===== src/rtl/act_readout.sv =====
// ---------------------------------------------------------------------------
// act_readout
//
// Drains a layer's activation buffer once the layer controller has filled it.
// Each entry is read from the buffer, presented on a valid/ready stream with
// its index, and folded into a running signed argmax. For the output layer
// the argmax index is published as the classification result.
//
// Ports
//   clk          clock, rising edge
//   rst          asynchronous active-low reset
//   start        one-cycle pulse, begins a readout (only honoured in IDLE)
//   layer_sel    sampled with start: 0 = hidden layer, 1 = output layer
//   act_re       buffer read enable (high only in FETCH)
//   act_raddr    buffer read address
//   act_rdata    buffer read data, valid the cycle after act_re
//   out_valid    stream data valid
//   out_ready    stream sink ready
//   out_data     activation value
//   out_idx      index of out_data
//   out_last     marks the final entry of the readout
//   busy         high in every state except IDLE
//   done         one-cycle pulse at the end of a readout
//   class_idx    argmax index of the output layer
//   class_valid  class_idx valid (held until the next accepted start)
// ---------------------------------------------------------------------------
module act_readout #(
  parameter int DATA_W = 16,
  parameter int HID_N  = 64,
  parameter int OUT_N  = 10,
  parameter int ADDR_W = 6
) (
  input  logic              clk,
  input  logic              rst,
  input  logic              start,
  input  logic              layer_sel,
  output logic              act_re,
  output logic [ADDR_W-1:0] act_raddr,
  input  logic [DATA_W-1:0] act_rdata,
  output logic              out_valid,
  input  logic              out_ready,
  output logic [DATA_W-1:0] out_data,
  output logic [ADDR_W-1:0] out_idx,
  output logic              out_last,
  output logic              busy,
  output logic              done,
  output logic [3:0]        class_idx,
  output logic              class_valid
);

  localparam logic [2:0] S_IDLE  = 3'd0;
  localparam logic [2:0] S_FETCH = 3'd1;
  localparam logic [2:0] S_LOAD  = 3'd2;
  localparam logic [2:0] S_SEND  = 3'd3;
  localparam logic [2:0] S_DONE  = 3'd4;

  // Index of the final entry for each layer; the readout stores the last
  // index rather than the length so the end test is a plain equality.
  localparam logic [ADDR_W-1:0] HID_LAST = ADDR_W'(HID_N - 1);
  localparam logic [ADDR_W-1:0] OUT_LAST = ADDR_W'(OUT_N - 1);

  logic [2:0]               state;
  logic [ADDR_W-1:0]        idx;
  logic [ADDR_W-1:0]        last_idx;
  logic                     sel_out;
  logic [DATA_W-1:0]        data_q;
  logic [ADDR_W-1:0]        idx_q;
  logic                     last_q;
  logic signed [DATA_W-1:0] max_val;
  // Only the output layer's argmax is ever published, and it has at most
  // 16 entries, so the tracked index is kept 4 bits wide. The hidden-layer
  // argmax is still computed but never exposed.
  logic [3:0]               max_idx;
  logic [3:0]               class_q;
  logic                     class_valid_q;
  logic                     busy_q;

  logic                     new_max;

  // Entry 0 seeds the running maximum unconditionally; afterwards only a
  // strictly greater value replaces it, so ties keep the lowest index.
  assign new_max = (idx == '0) || ($signed(act_rdata) > max_val);

  always_ff @(posedge clk or negedge rst) begin
    if (!rst) begin
      state         <= S_IDLE;
      idx           <= '0;
      last_idx      <= '0;
      sel_out       <= 1'b0;
      data_q        <= '0;
      idx_q         <= '0;
      last_q        <= 1'b0;
      max_val       <= '0;
      max_idx       <= '0;
      class_q       <= '0;
      class_valid_q <= 1'b0;
      busy_q        <= 1'b0;
    end else begin
      case (state)
        S_IDLE: begin
          if (start) begin
            last_idx      <= layer_sel ? OUT_LAST : HID_LAST;
            sel_out       <= layer_sel;
            idx           <= '0;
            max_val       <= '0;
            max_idx       <= '0;
            class_valid_q <= 1'b0;
            busy_q        <= 1'b1;
            state         <= S_FETCH;
          end
        end

        S_FETCH: begin
          state <= S_LOAD;
        end

        S_LOAD: begin
          // Read data returned for the address issued in FETCH.
          data_q <= act_rdata;
          idx_q  <= idx;
          last_q <= (idx == last_idx);
          if (new_max) begin
            max_val <= $signed(act_rdata);
            max_idx <= idx[3:0];
          end
          state <= S_SEND;
        end

        S_SEND: begin
          // Stream fields were frozen in LOAD; they only change after the
          // sink accepts the beat.
          if (out_ready) begin
            if (last_q) begin
              state <= S_DONE;
            end else begin
              idx   <= idx + 1'b1;
              state <= S_FETCH;
            end
          end
        end

        S_DONE: begin
          if (sel_out) begin
            class_q       <= max_idx;
            class_valid_q <= 1'b1;
          end
          busy_q <= 1'b0;
          state  <= S_IDLE;
        end

        default: begin
          state  <= S_IDLE;
          busy_q <= 1'b0;
        end
      endcase
    end
  end

  // Address is forced to zero outside FETCH so the buffer port is quiet
  // whenever no read is being issued.
  assign act_re      = (state == S_FETCH);
  assign act_raddr   = act_re ? idx : '0;
  assign out_valid   = (state == S_SEND);
  assign out_data    = data_q;
  assign out_idx     = idx_q;
  assign out_last    = last_q;
  assign busy        = busy_q;
  assign done        = (state == S_DONE);
  assign class_idx   = class_q;
  assign class_valid = class_valid_q;

endmodule


===== config.mk =====
export PLATFORM = sky130hd
export DESIGN_NAME = act_readout
export DESIGN_NICKNAME = d
export VERILOG_FILES = /design/src/rtl/act_readout.sv
export SDC_FILE = /design/constraint.sdc
export NUM_CORES = 1
export LEC_CHECK = 0
export CAP_MARGIN = 5
export CORE_UTILIZATION = 47
export DETAILED_ROUTE_END_ITERATION = 8
export PLACE_DENSITY = 0.75
export SLEW_MARGIN = 20
export SYNTH_ARGS = -nofsm -noshare
export SYNTH_HDL_FRONTEND = slang
export SYNTH_SLANG_ARGS = --single-unit

===== constraint.sdc =====
create_clock -name clk -period 2.3 [get_ports clk]
set_input_delay 0.46 -clock clk [delete_from_list [all_inputs] [get_ports clk]]
set_output_delay 0.46 -clock clk [all_outputs]
set_load 0.02 [all_outputs]

==> impl_results.md <==
* Starting Density at 0.484
* Diode count at 0
* Gp weighted congestion at 0.822
* Syn_area_per_cell at 11.0 µm²
* Asr flop ratio synth at 1.00
* Status: complete, no violations
* Routed wire per std cell at 15.6 µm
* VDD IR max at 0.000846 V
* Post-synth top area cell: dfrtp_1
* Synth-to-Final Area Change at 38.5%
* Post-synth EDFFs at 0
* Total wire length at 6800 µm
* Critical path startpoint category: flip-flop
* Die area at 6830 µm²
* Setup TNS at 0 ns
* Core ar. at 6310 µm²
* Seq/Total Area, Yosys at 0.499
* Clk_lat worst skew at 0.34 ns
* TritonRoute pass-1 iters at 4
* Worst Hold Class: primary input to asynchronous set/reset pin
* DIE WIDTH at 82.7 µm
* Leak pwr at 0.00221 µW
* Max incr delay on CP at 0.39 ns
* Cells after synthesis at 277
* PortBufs at 58
* CTS Hold Bufs at 0
* Top cells by count, synth: dfrtp_1 (61), nand2_1 (26), a21o_1 (21), and2_1 (21), inv_1 (21)
* WP data arrival at 2.50 ns
* Antenna violations before repair at 0
* Worst R2R Start: max_val[13]
* Setup CP Type: flip-flop to flip-flop
* Die height at 82.7 µm
* Post-Route Utilization at 0.671
* Worst-case clock skew at 0.00707 ns
* Post-Synthesis Cell Area at 3060 µm²
* Vias/cell at 5.25
* Global-route wire length before repair at 10800 µm
* Top-area cell type share of the netlist area at 0.499
* Yosys reg bits at 61
* Buf/Inv on CP at 2
* Synth Area in Compound Gates at 0.108
* Via count at 2289
* Adder-cell share of the synthesized area at 0.0736
* CP delay by family, top: compound AO/OA/AOI/OAI gates
* Commonest register cell after synthesis: dfrtp_1
* Crit-path max FO at 8
* Largest net degree at the start of global routing at 62
* Count of final hold-check violations at 0
* RSZ-0062 raised after global routing: yes
* Bufs on Longest Clock Path at 2
* Root buf cell: clkbuf_8
* Dpl hpwl at 4450 µm
* Req. time, crit path at 2.52 ns
* Synth area leaders: dfrtp_1 (50%), ha_1 (7.4%), a21o_1 (5.2%), mux2_4 (4.9%), mux2_2 (4.4%)
* TritonCTS Buffers at 9
* R2R Setup Slk at 0.02 ns
* Rows at 29
* Most common cell in the netlist: dfrtp_1
* GRT Total Usage at 0.219
* Post-synth cell types at 40
* Period utilization at 0.992
* Final Critical Period at 2.28 ns
* CTS tree: built
* Critical Path Sink Type: flip-flop
* Vias in the first global route at 2245
* IO Count at 59
* Max transition margin at 0.490
* CTS HTree Levels at 3
* Simple-Gate Fraction of Synth Area at 0.161
* MaxCap Viol Count at 0
* Antenna-violating nets left at 0
* Synthesized Nets at 316
* Power per Cell Area at 1350 nW/µm²
* Synth warnings at 0
* Cells on worst reg2reg path at 9
* Post-Synth XOR/XNOR Area at 0.0115
* CP Cell Sequence: inv_2 > ha_4 > a21o_1 > a2111oi_4 > a21boi_4 > a31oi_4 > nor2b_4 > buf_8 > mux2_4
* Clock slew at reported path FFs at 0.07 ns
* DRC errors left at 0
* Slew @ Worst Pin at 0.765 ns
* Peak Freq at 438 MHz
* Sink Count at 61
* Nets at 393
* RR Endpoint: max_val[2]
* Slew Limit Fails at 0
* Mux cell area share after synthesis at 0.0933
* DR iter-0 viols at 141
* Main combinational cell family by area after synthesis: simple AND/OR/NAND/NOR gates
* Remaining Overflow, GRT at 0
* Share of post-route cells with drive strength above 1 at 0.223
* Setup Viol. Count Final at 0
* Slowest-stage cell, CP: dfrtp_1
[sequential cells by signal, indices dropped and copies added, names as in the netlist]
signal and cells:
out_data 16, sel_out 1, max_idx 4, out_idx 6, state 3, out_last 1, max_val 16, busy 1
class_idx 4, class_valid 1, idx 6, last_idx 2
[logic make-up after synthesis]
group,Yosys count
adders and majority gates,18
xor gates and xnor gates,4
AOI/OAI and AO/OA,45
DFF,61
and+or+nand+nor,93
buffers and inverters,34
muxes,22
[power by group]
part / switching [µW] / leakage, µW / total (µW) / internal, µW
sequential: 285 / 0.000790 / 1790 / 1500
clock: 419 / 0.000106 / 1010 / 588
combinational: 1400 / 0.00131 / 2910 / 1510
[worst max path at each step]
stage | start | slack [ns] | cells past startpoint | end
global route | max_val[13] | -0.06 | 9 | max_val[4]
finish | max_val[13] | 0.02 | 9 | max_val[2]
detailed placement | act_rdata[13] | -0.60 | 9 | max_val[4]
floorplan | act_rdata[13] | 0.04 | 9 | max_val[10]
CTS | max_val[13] | -0.03 | 9 | max_val[4]
global placement | act_rdata[13] | -0.52 | 9 | max_val[0]
[what timing repair did]
action	in CTS	in global routing
buffers inserted	2	4
endpoints found under the setup margin	25	24
gates resized for setup	30	22
pin swaps	12	16
[through the flow]
stage / cell area [µm²] / power, µW / setup slack (ns) / hold slack (ns) / std cells
after floorplan: 3070 / 3430 / 0.0350 / 0.164 / 277
after detailed placement: 3770 / 4310 / -0.596 / 0.465 / 414
after global placement: 3770 / 4240 / -0.516 / 0.460 / 414
after CTS: 4090 / 5520 / -0.0303 / 0.300 / 432
final: 4240 / 5700 / 0.0182 / 0.261 / 436
after global routing: 4240 / 6060 / -0.0603 / 0.365 / 436
[metal layers]
metal / routed length (µm) / up-vias / global-route usage / share of wire
met5: 0 / - / 0 / 0
met1: 3050 / 1126 / 0.282 / 0.45
li1: - / 1095 / - / -
met2: 3330 / 54 / 0.345 / 0.49
met3: 252 / 14 / 0.0418 / 0.037
met4: 176 / 0 / 0.121 / 0.026
[cell usage in the layout (no fill, tap or decap), drive strengths merged, types with 9 or more instances in the layout]
master	n
dfrtp	61
clkdlybuf4s50	35
nand2	26
mux2	22
buf	22
and2	21
a21o	21
inv	21
ha	18
nor2	15
clkbuf	13
dlymetal6s2s	12
dlygate4sd2	10
o21ai	9
[final cells by class]
type	count	area, µm²
flip-flops and latches	61	1530
clock inverters	3	42.5
clock buffers	13	169
fillers	476	2080
inverters	21	78.8
well taps	77	96.3
multi-input cells	182	1550
repair buffers	79	769
[worst reg2reg max path, delay by kind of cell, from the launching register on]
kind | cells | cell delay [ns]
multiplexers | 1 | 0.31
adder cells (fa/ha/maj) | 1 | 0.20
AO/OA/AOI/OAI | 4 | 0.83
flip-flops | 1 | 0.39
buffers and inverters | 2 | 0.24
AND/OR/NAND/NOR | 1 | 0.19
Note: power is estimated with default switching activity, not from simulation.
